File: src/rtl/ram_arbiter.sv
`default_nettype none
// ============================================================================
// Module      : ram_arbiter
// Description : Round-robin arbiter sharing one single-port RAM between two
//               requesters (A and B) with req/ack handshakes. Each granted
//               transaction runs IDLE -> ACCESS -> DONE: the RAM address,
//               operation and write data are latched, select is pulsed for
//               exactly one cycle, then the requester is acked. Out-of-range
//               addresses skip the RAM and are acked with err set.
// Ports       : clk, rst                    clock / synchronous active-high reset
//               a_req/op/addr/wdata         requester A request inputs
//               a_ack/err/rdata             requester A completion outputs
//               b_*                         same set for requester B
//               ram_address/select/         RAM control outputs (all registered)
//               operation/wdata
//               ram_rdata                   RAM read data (valid while select=1)
// Revision    : 1.0 - initial release
// ============================================================================
module ram_arbiter #(
   parameter  int word_size   = 20,
   parameter  int word_amount = 30,
   localparam int addr_w      = $clog2(word_amount)
) (
   input  logic                 clk,
   input  logic                 rst,
   input  logic                 a_req,
   input  logic                 a_op,
   input  logic [addr_w-1:0]    a_addr,
   input  logic [word_size-1:0] a_wdata,
   output logic                 a_ack,
   output logic                 a_err,
   output logic [word_size-1:0] a_rdata,
   input  logic                 b_req,
   input  logic                 b_op,
   input  logic [addr_w-1:0]    b_addr,
   input  logic [word_size-1:0] b_wdata,
   output logic                 b_ack,
   output logic                 b_err,
   output logic [word_size-1:0] b_rdata,
   output logic [addr_w-1:0]    ram_address,
   output logic                 ram_select,
   output logic                 ram_operation,
   output logic [word_size-1:0] ram_wdata,
   input  logic [word_size-1:0] ram_rdata
);

   typedef enum logic [1:0] {
      IDLE   = 2'd0,
      ACCESS = 2'd1,
      DONE   = 2'd2
   } state_t;

   // One extra bit so the comparison also works when word_amount is a power of two.
   localparam logic [addr_w:0] amount_c = (addr_w + 1)'(word_amount);

   state_t                state, state_next;
   logic                  last_grant, last_grant_next;   // 0 = A, 1 = B
   logic                  grant, grant_next;             // 0 = A, 1 = B
   logic [addr_w-1:0]     ram_address_next;
   logic                  ram_select_next;
   logic                  ram_operation_next;
   logic [word_size-1:0]  ram_wdata_next;
   logic                  a_ack_next, a_err_next, b_ack_next, b_err_next;
   logic [word_size-1:0]  a_rdata_next, b_rdata_next;

   // Requester selection: B wins when it is alone, or when both ask and A
   // was the previous grantee.
   logic                  pick_b;
   logic [addr_w-1:0]     pick_addr;
   logic                  pick_in_range;

   assign pick_b        = b_req & (~a_req | ~last_grant);
   assign pick_addr     = pick_b ? b_addr : a_addr;
   assign pick_in_range = ({1'b0, pick_addr} < amount_c);

   always_comb begin
      state_next         = state;
      last_grant_next    = last_grant;
      grant_next         = grant;
      ram_address_next   = ram_address;
      ram_select_next    = 1'b0;
      ram_operation_next = ram_operation;
      ram_wdata_next     = ram_wdata;
      a_ack_next         = 1'b0;
      a_err_next         = 1'b0;
      b_ack_next         = 1'b0;
      b_err_next         = 1'b0;
      a_rdata_next       = a_rdata;
      b_rdata_next       = b_rdata;

      case (state)
         IDLE: begin
            if (a_req || b_req) begin
               grant_next         = pick_b;
               ram_address_next   = pick_addr;
               ram_operation_next = pick_b ? b_op    : a_op;
               ram_wdata_next     = pick_b ? b_wdata : a_wdata;
               if (pick_in_range) begin
                  ram_select_next = 1'b1;
                  state_next      = ACCESS;
               end else begin
                  // Skip the RAM entirely; the ack registered here is seen in DONE.
                  state_next = DONE;
                  if (pick_b) begin
                     b_ack_next   = 1'b1;
                     b_err_next   = 1'b1;
                     b_rdata_next = '0;
                  end else begin
                     a_ack_next   = 1'b1;
                     a_err_next   = 1'b1;
                     a_rdata_next = '0;
                  end
               end
            end
         end

         ACCESS: begin
            // Ack is registered on this edge so it is visible during DONE.
            state_next = DONE;
            if (grant) begin
               b_ack_next   = 1'b1;
               b_rdata_next = ram_operation ? '0 : ram_rdata;
            end else begin
               a_ack_next   = 1'b1;
               a_rdata_next = ram_operation ? '0 : ram_rdata;
            end
         end

         DONE: begin
            last_grant_next = grant;
            state_next      = IDLE;
         end

         default: state_next = IDLE;
      endcase
   end

   always_ff @(posedge clk) begin
      if (rst) begin
         state         <= IDLE;
         last_grant    <= 1'b1;
         grant         <= 1'b0;
         ram_address   <= '0;
         ram_select    <= 1'b0;
         ram_operation <= 1'b0;
         ram_wdata     <= '0;
         a_ack         <= 1'b0;
         a_err         <= 1'b0;
         a_rdata       <= '0;
         b_ack         <= 1'b0;
         b_err         <= 1'b0;
         b_rdata       <= '0;
      end else begin
         state         <= state_next;
         last_grant    <= last_grant_next;
         grant         <= grant_next;
         ram_address   <= ram_address_next;
         ram_select    <= ram_select_next;
         ram_operation <= ram_operation_next;
         ram_wdata     <= ram_wdata_next;
         a_ack         <= a_ack_next;
         a_err         <= a_err_next;
         a_rdata       <= a_rdata_next;
         b_ack         <= b_ack_next;
         b_err         <= b_err_next;
         b_rdata       <= b_rdata_next;
      end
   end

endmodule
`default_nettype wire

File: config.mk
export PLATFORM = sky130hd
export DESIGN_NAME = ram_arbiter
export DESIGN_NICKNAME = d
export VERILOG_FILES = /design/src/rtl/ram_arbiter.sv
export SDC_FILE = /design/constraint.sdc
export NUM_CORES = 1
export LEC_CHECK = 0
export CORE_ASPECT_RATIO = 1.75
export CORE_MARGIN = 2
export CORE_UTILIZATION = 45
export DETAILED_ROUTE_END_ITERATION = 12
export PLACE_DENSITY = 0.87
export SLEW_MARGIN = 20
export SYNTH_ARGS = -nofsm -noshare
export SYNTH_HDL_FRONTEND = slang
export SYNTH_SLANG_ARGS = --single-unit
File: constraint.sdc
create_clock -name clk -period 1.59 [get_ports clk]
set_input_delay 0.477 -clock clk [delete_from_list [all_inputs] [get_ports clk]]
set_output_delay 0.477 -clock clk [all_outputs]
set_load 0.005 [all_outputs]
==> parameters.txt <==
Parameter                              Value

Status
  Outcome ... complete, no violations

STA
  Worst hold-check slack ... about 0.47 ns
  Final total negative setup slack ... 0 ns
  Setup repair after global routing missed its margin ... yes
  Post-route setup slack ... about 0.015 ns
  Final max-slew violation count ... 0
  Transition time at the pin with the least slew margin ... 0.332 ns
  Tcrit/Tclk final ... 0.990
  Crit path time final ... between 1.5 and 2 ns
  Normalized max-slew margin ... 0.778
  Total setup violations reported at the end of the flow ... 0
  Endpoints failing hold ... 0
  Achievable clock frequency ... between 600 and 700 MHz
  Final clock skew ... 0.00563 ns

Critical path
  Startpoint types ... input pin
  Endpoint kind of the worst setup timing path ... flop
  Arrival time worst endpoint ... 1.78 ns
  Critical path type ... in2reg
  Reg-to-Reg Start ... last_grant
  Data required time of the critical path ... about 1.8 ns
  Launching instance or port of the critical path ... a_addr[3]
  Max FO, Critical Path ... 13

Routing
  Metal3 WL ... ~700 µm
  Total wire length after detailed routing ... roughly 13000 µm
  Met2 WL post-DR ... 6660 µm
  Detail-routed net length per standard cell ... about 18 µm
  DRC viols ... 0
  Length of routed wiring on met1 ... ~4600 µm
  DR top layer ... met4
  Via-to-Cell Ratio ... ~5.8
  Antenna violation net count after detailed routing ... 0
  Initial detailed-routing violation count ... ~250
  Total iterations of the first detailed-routing run ... 6
  Routed vias ... 4116

CTS
  CTS Buf Count ... 9
  Clock Sink Count ... 75
  Post-CTS Hold Fix Bufs ... 0
  Maximum root-to-sink buffer count ... 2
  Clock transition at the registers of the reported paths ... ~0.05 ns
  CTS tree ... done
  Latest clock arrival within the worst-skew pair ... 0.33 ns
  Depth of the CTS H-tree ... 3
  Clock Tree Root ... sky130_fd_sc_hd__clkbuf_16

Cells and area
  Fill cells ... 680
  Antenna Diode Count ... 0
  Post-layout nets ... 669
  Synth-to-Final Area Change ... 52.9%
  Number of standard cells in the final layout excluding fillers ... a little over 700
  Fraction of final layout cells sized beyond drive strength 1 ... 0.216

Pwr
  Worst-case vdd ir drop ... around 600 µV
  Cell leakage power ... about 0.0027 µW
  Cell Pwr Density ... 906 mW/mm²
  Overall power of the completed layout ... ~5500 µW

Placement
  Placed cells ... approximately 690
  I/O Buffers ... around 150
  Worst Setup Slack post-DPL ... -0.431 ns
  Post-DP HPWL ... between 8000 and 9000 µm
  Weighted congestion reported at the end of routability-driven placement ... 0.793

Synth
  Sequential element share of the synthesized area ... 0.381
  Gate count after technology mapping ... roughly 440
  Biggest area contributors in the synthesized netlist ... sky130_fd_sc_hd__dfxtp_1 38%, sky130_fd_sc_hd__o221ai_2 7.6%, sky130_fd_sc_hd__nand2_1 5.4%
  Cell variety after synth ... 35
  Area share of the largest cell type after synthesis ... 0.381
  Synthesized Nets ... a little over 500
  Count of state elements after synthesis ... 75
  Yosys warnings ... 0
  Mean Syn Cell Area ... about 8.9 µm²
  Library cell with the largest summed area after synthesis ... sky130_fd_sc_hd__dfxtp_1
  Mapped Area ... a little under 0.004 mm²

Floorplan
  Standard-cell row count ... 45
  Starting density of the core ... 0.458
  Number of primary I/O pins ... 147
  Die width ... 74.8 µm
  Core region area ... approximately 0.0086 mm²
  Die outline area ... ~0.0096 mm²
  Die H ... ~130 µm

Job
  Max-cap violations ... 0

Global route
  Overall Global Routing Usage ... 0.262
  Pin count of the biggest net entering global routing ... 53
  Overflow after GRT ... 0
  Via count of the first global-routing pass ... roughly 4000
  Number of antenna violations at the first check in global routing ... 0
  First-pass GRT wire length ... about 19000 µm

Worst hold path
  Classification of the worst-slack hold path ... in2reg
  HP Start ... b_addr[4]
[synthesized netlist by cell type]
cell and count:
sky130_fd_sc_hd__dfxtp_1 75, sky130_fd_sc_hd__nand2_1 57, sky130_fd_sc_hd__o21ai_0 41, sky130_fd_sc_hd__a21oi_1 27
sky130_fd_sc_hd__nor3b_1 23, sky130_fd_sc_hd__nand2b_1 21, sky130_fd_sc_hd__a31oi_1 20, sky130_fd_sc_hd__and3b_1 20
sky130_fd_sc_hd__inv_1 20, sky130_fd_sc_hd__nand3b_1 20, sky130_fd_sc_hd__o221ai_2 20, sky130_fd_sc_hd__clkbuf_1 19
sky130_fd_sc_hd__a311oi_1 18, sky130_fd_sc_hd__buf_2 12, sky130_fd_sc_hd__buf_4 10, sky130_fd_sc_hd__a311oi_2 8
sky130_fd_sc_hd__buf_6 5, sky130_fd_sc_hd__nor2b_1 3, sky130_fd_sc_hd__nor3_1 3, sky130_fd_sc_hd__clkbuf_2 2
sky130_fd_sc_hd__nand4_1 2, sky130_fd_sc_hd__nor2_1 2, sky130_fd_sc_hd__nor4_1 2, sky130_fd_sc_hd__o31ai_1 2
sky130_fd_sc_hd__a211o_1 1, sky130_fd_sc_hd__a21bo_2 1, sky130_fd_sc_hd__a21boi_2 1, sky130_fd_sc_hd__and2_1 1
sky130_fd_sc_hd__mux2_2 1, sky130_fd_sc_hd__nor2_8 1, sky130_fd_sc_hd__nor3_4 1, sky130_fd_sc_hd__nor4b_4 1
sky130_fd_sc_hd__o21a_1 1, sky130_fd_sc_hd__or2_2 1, sky130_fd_sc_hd__or3_1 1
[kinds of logic after synthesis]
| family | share of synthesized area |
|---|---|
| AND/OR/NAND/NOR | 0.251 |
| AO/OA/AOI/OAI | 0.278 |
| flip-flops | 0.381 |
| buffers and inverters | 0.0882 |
| multiplexers | 0.00285 |
[per-stage QoR]
step | util | instance area [µm²]
finish | 0.700 | 6030
global route | 0.700 | 6030
CTS | 0.695 | 5980
floorplan | - | 3950
global placement | 0.655 | 5650
detailed placement | 0.655 | 5650
[placed cells by master, fill, tap and decap left out, types with 3 or more instances in the layout]
cell type                         count
sky130_fd_sc_hd__dfxtp_1             41
sky130_fd_sc_hd__nand2b_1            21
sky130_fd_sc_hd__clkbuf_8             6
sky130_fd_sc_hd__inv_1               20
sky130_fd_sc_hd__buf_4               30
sky130_fd_sc_hd__nor2b_1              3
sky130_fd_sc_hd__a311oi_1            18
sky130_fd_sc_hd__o21ai_1              7
sky130_fd_sc_hd__a311oi_2             8
sky130_fd_sc_hd__nand2_1             57
sky130_fd_sc_hd__buf_12               7
sky130_fd_sc_hd__clkbuf_16            9
sky130_fd_sc_hd__clkdlybuf4s50_1     68
sky130_fd_sc_hd__dlygate4sd2_1       73
sky130_fd_sc_hd__dlymetal6s2s_1       4
sky130_fd_sc_hd__a21oi_1             27
sky130_fd_sc_hd__a31oi_1             20
sky130_fd_sc_hd__dfxtp_2             34
sky130_fd_sc_hd__nand3b_1            20
sky130_fd_sc_hd__nor3b_1             22
sky130_fd_sc_hd__and3b_1             20
sky130_fd_sc_hd__o21ai_0             34
sky130_fd_sc_hd__o221ai_2            20
[sequential cells by signal, indices dropped and copies added (netlist names)]
register and flops:
ram_address 5, b_ack 1, ram_wdata 20, last_grant 1
a_err 1, a_rdata 20, b_err 1, b_rdata 20
grant 1, ram_operation 1, ram_select 1, state 2
a_ack 1
[critical path, cell delays in order]
cell,delay (ns)
sky130_fd_sc_hd__clkdlybuf4s50_1,0.50
sky130_fd_sc_hd__nand4_1,0.12
sky130_fd_sc_hd__buf_4,0.20
sky130_fd_sc_hd__buf_4,0.16
sky130_fd_sc_hd__o21ai_0,0.19
sky130_fd_sc_hd__o221ai_2,0.12
[power breakdown]
group / switching [µW] / internal (µW)
Sequential: 108 / 2050
Clock: 748 / 1310
Combinational: 591 / 658
Total: 1450 / 4020
[worst paths after layout]
path	slack, ns	to	cells past startpoint
worst max-delay path	0.02	a_rdata[17]	6
worst min-delay path	0.47	ram_address[4]	3
worst max register to register	0.21	a_rdata[7]	4
worst min register to register	0.50	b_rdata[12]	2
[layer usage]
layer | vias up | global-route usage
li1 | 1908 | -
met1 | 1951 | 0.280
met2 | 216 | 0.448
met3 | 41 | 0.0535
met4 | 0 | 0.172
met5 | - | 0
[repair_timing]
item / CTS / global route
resized for setup: 110 / 12
gates cloned: 2 / 2
setup endpoints to repair: 107 / 25
setup buffers: 0 / 2
pin swaps: 3 / 2
[final cells by class]
type	instances	area, µm²	area share
well taps	117	146	0.0243
clock buffers	16	312	0.0517
flip-flops and latches	75	1540	0.256
multi-input cells	300	2130	0.354
repair buffers	187	1820	0.302
inverters	20	75.1	0.0124
Power figures use the tool's default switching activity.
==> RTL change 1: new RTL, same settings <==
`word_amount`: 30 -> 60.
--- a/src/rtl/ram_arbiter.sv
+++ b/src/rtl/ram_arbiter.sv
@@ -19,5 +19,5 @@
 module ram_arbiter #(
    parameter  int word_size   = 20,
-   parameter  int word_amount = 30,
+   parameter  int word_amount = 60,
    localparam int addr_w      = $clog2(word_amount)
 ) (
Interface: changed (resized a_addr, b_addr and ram_address); port bits go from 147 to 150. No check against the original RTL was run, so the function may have changed too.
==> RTL change 1 against the original RTL <==
  * Setup slack better by 0.0077 ns
  * Sequential cell count is 1 higher
  * Fmax is 0.49% higher
  * Routed wire length is 0.90% higher
  * Final area is 0.37% lower
  * Total power is 4.2% lower
  * Cell count is 0.14% higher
  * Synthesized area is 2.4% higher
  * Utilization is 1.2 points lower
  * Largest cell class unchanged
  * Highest routed layer unchanged
==> RTL change 1: results (changes against the original RTL) <==
R2R setup slack=0.11 ns (-0.10 ns); global-route wire length before repair=20.0 mm (+2.8%); Post-Syn Instances=449 (+1.4%); met2 WL=6.98 mm (+4.9%); non-filler instance count after layout=716 (+0.14%); Worst Setup EP=a_rdata[6]; crit path max fanout=10 (-3); syn_nets=527 (+1.5%); area of the multi-input gates=2210 sq um (+3.9%); multi-input gates=304 (+1.3%); drt pass-1 iters=5 (-1); Peak Freq=638 MHz (+0.49%); routing usage on met2=47.8% (+3.0 points); Worst Clk Skew=0.00562 ns (-0.00000497 ns); met3 Usage GRT=5.05% (-0.29 points); vias per cell=5.76 (about the same); min-delay worst type=register to register; share of layout cells above drive strength 1=22.5% (+0.97 points); Final #Nets=675 (+0.90%); vias in the first global route=4230 (+3.6%); worst hold start=b_rdata[19]; Clock Buffer Count=9 (-7); worst r2r path cells=5 (+1); Plain + repair buffers=186 (-0.53%); sequential power share=41.9% (+2.5 points); GRT Total Usage=26.6% (+0.41 points); Synth area leaders=dfxtp_1 38%, o221ai_2 6.3%, a311oi_2 5.9%; Cell variety after synth=39 (+11%); met1 Use GR=27.7% (-0.33 points); reg2reg start=state[0]; M1 WL=4.57 mm (+0.29%); Sequential cell area=1560 sq um (+0.97%); dpl ws=-0.401 ns (+0.0303 ns); Fillers=708 (+4.1%); CP startpoint=a_addr[2]; Peak supply drop=0.631 mV (+5.6%); Pleak=2.58 nW (-2.9%); DPL Wire Length=8.94 mm (+4.4%); Final GP Congestion=0.824 (+3.9%); fraction of registers with async set/reset=0% (unchanged); register area share after synthesis=37.7% (-0.40 points); Avg WL per Cell=17.7 um (+0.76%); largest net degree at the start of global routing=54 (+1.9%); fraction of area in multi-input gates=36.9% (+1.5 points); WHS Path Cells=2 (-1); Clock-cell share=4.08% (-1.1 points); Post-synth top cells=76 x dfxtp_1, 59 x nand2_1, 22 x nor3b_1; metal3 WL=581 um (-19%); final hold slack=0.479 ns (+0.0120 ns); number of port buffers=149 (+2.1%); DR iter-0 viols=335 (+33%); Clk power=1.77 mW (-14%); Power Density=871 nW/um^2 (-3.9%); Hold Crit Endpoint=b_rdata[19]; Seq cells=76 (+1.3%); status=complete, no violations; Sw Share=28.3% (+1.9 points); Non-Clock Buffer Area Fraction=29.4% (-0.78 points); area grow syn2layout=48.7%
-- RTL change 1: cell count changes after synthesis, sizes merged --
cell	before	now
a21oi	27	28
a311oi	26	27
buf	27	32
clkbuf	21	17
dfxtp	75	76
nand2	57	59
-- RTL change 1: timing repair --
item | CTS | global route
setup endpoints to repair | 109 | 18
gates resized for setup | 111 | 5
cloned | 0 | 2
hold endpoints to repair | 0 | 0
buffers inserted | 2 | 1
pin swaps | 1 | 1
-- RTL change 1: tightest hold or removal path, cell delays in order (launching register included) --
cell and delay [ns]:
dfxtp_2 0.32, nand3b_1 0.07, o21ai_1 0.05
-- RTL change 1: cells by family (layout without fill, tap and decap cells) --
| group | count (synthesis) | after routing | synth area share [%] |
|---|---|---|---|
| and+or+nand+nor | 161 | 161 | 24.5 |
| AOI/OAI and AO/OA | 142 | 142 | 29.1 |
| DFF | 76 | 76 | 37.7 |
| buffers and inverters | 69 | 219 | 8.49 |
| muxes | 1 | 1 | 0.279 |
==> RTL change 2: new RTL, same flow settings <==
Without the edit above. `ram_address`, `ram_wdata`, `a_rdata` and `b_rdata` no longer have a reset.
--- a/src/rtl/ram_arbiter.sv
+++ b/src/rtl/ram_arbiter.sv
@@ -141,29 +141,28 @@
          last_grant    <= 1'b1;
          grant         <= 1'b0;
-         ram_address   <= '0;
          ram_select    <= 1'b0;
          ram_operation <= 1'b0;
-         ram_wdata     <= '0;
          a_ack         <= 1'b0;
          a_err         <= 1'b0;
-         a_rdata       <= '0;
          b_ack         <= 1'b0;
          b_err         <= 1'b0;
-         b_rdata       <= '0;
       end else begin
          state         <= state_next;
          last_grant    <= last_grant_next;
          grant         <= grant_next;
-         ram_address   <= ram_address_next;
          ram_select    <= ram_select_next;
          ram_operation <= ram_operation_next;
-         ram_wdata     <= ram_wdata_next;
          a_ack         <= a_ack_next;
          a_err         <= a_err_next;
-         a_rdata       <= a_rdata_next;
          b_ack         <= b_ack_next;
          b_err         <= b_err_next;
-         b_rdata       <= b_rdata_next;
       end
+   end
+
+   always_ff @(posedge clk) begin
+      ram_address <= ram_address_next;
+      ram_wdata   <= ram_wdata_next;
+      a_rdata     <= a_rdata_next;
+      b_rdata     <= b_rdata_next;
    end
 
Formal check against the unedited RTL: not equivalent (a bounded check fails within 4 cycles, from zero or initial values and one cycle with rst high).
==> RTL change 2 against the original RTL <==
  * The run now ends with negative setup slack left
  * Synthesized area down 27%
  * Die area down 26%
  * Total power shrank 16%
  * Setup slack worse by 0.082 ns
  * Sequential cell count unchanged
  * Routed wire length down 43%
  * Final area shrank 20%
  * Critical path type unchanged
  * Highest routed layer unchanged
==> RTL change 2: results (changes against the original RTL) <==
Final #Nets=469 (-30%); GRT Total Usage=22.0% (-4.2 points); non-filler instance count after layout=477 (-33%); Clock transition at path regs=0.08 ns (+0.03 ns); drt pass-1 iters=4 (-2); Worst path slowest cell=or4_4; status=complete, but fails checks; Pleak=2.03 nW (-23%); vias per cell=4.71 (-18%); share of layout cells above drive strength 1=15.4% (-6.2 points); CP startpoint=a_addr[2]; Final GP Congestion=0.751 (-5.3%); Post-Syn Instances=218 (-51%); final setup fails=30 (+30); register area share after synthesis=75.0% (+37 points); Avg WL per Cell=15.0 um (-14%); failing checks=negative setup slack; Post-synth top cells=79 x nand2_1, 65 x edfxtp_1, 21 x and2_1; syn_nets=294 (-43%); worst rel slew slack=79.0% (+1.1 points); Synth area leaders=edfxtp_1 68%, nand2_1 10%, dfxtp_1 7.0%; global-route wire length before repair=11.2 mm (-42%); Post-synth EDFFs=65 (+65); worst r2r path cells=5 (+1); DR iter-0 viols=89 (-65%); fin worst setup slack=-0.0670 ns (-0.0824 ns); slowest cell delay on critical path=0.43 ns (-0.07 ns); Synth Flop Type=edfxtp_1; Worst Clk Skew=0.00911 ns (+0.00348 ns); kind of cell adding the most delay to the critical path=simple AND/OR/NAND/NOR gates; Post-Place Cell Area=4550 sq um (-19%)
==> RTL change 2: cell types whose count changed in the layout (fill, tap and decap cells not counted), sizes merged, moves of 22 or more <==
| cell | unedited run | this run |
|---|---|---|
| a21oi | 27 | 3 |
| nand2 | 57 | 79 |
| o21ai | 41 | 0 |
| a311oi | 26 | 1 |
| nor3b | 23 | 1 |
| dfxtp | 75 | 10 |
| edfxtp | 0 | 65 |
==> RTL change 2: cells by family after synthesis <==
| kind of cell | after synthesis | share of synthesized area, % |
|---|---|---|
| AOI/OAI and AO/OA | 11 | 3.10 |
| DFF | 75 | 75.0 |
| buffers and inverters | 10 | 2.27 |
| muxes | 1 | 0.349 |
| and+or+nand+nor | 121 | 19.3 |
==> RTL change 2: worst paths after layout <==
path / endpoint / slack [ns]
min reg2reg: ram_operation / 0.53
max reg2reg: a_rdata[19] / -0.06
min: ram_address[4] / 0.42
max: a_rdata[19] / -0.07
==> RTL change 2: cell type report <==
cell class	instances	area, sq um
clock buffers	12	145
clock inverters	3	38.8
fillers	405	1330
multi-input cells	133	723
flip-flops and latches	75	2150
well taps	80	100
repair buffers	174	1690
==> RTL change 2: what timing repair did <==
item,4_1_cts,5_1_grt
hold buffers,0,0
buffers inserted,16,2
setup endpoints to repair,115,45
resized for setup,110,6
pin swaps,3,5
gates cloned,5,0
==> RTL change 2: per-layer routing <==
| metal | vias to the layer above | wire, um | GRT usage, % |
|---|---|---|---|
| li1 | 1102 | - | - |
| met1 | 1004 | 2230 | 20.2 |
| met2 | 122 | 4080 | 41.4 |
| met3 | 20 | 612 | 8.39 |
| met4 | 0 | 231 | 10.6 |
| met5 | - | 0 | 0 |
==> RTL change 2: where the power goes <==
part	internal, mW	switching, mW
sequential	2.34	0.0450
clock	0.753	0.630
combinational	0.476	0.340
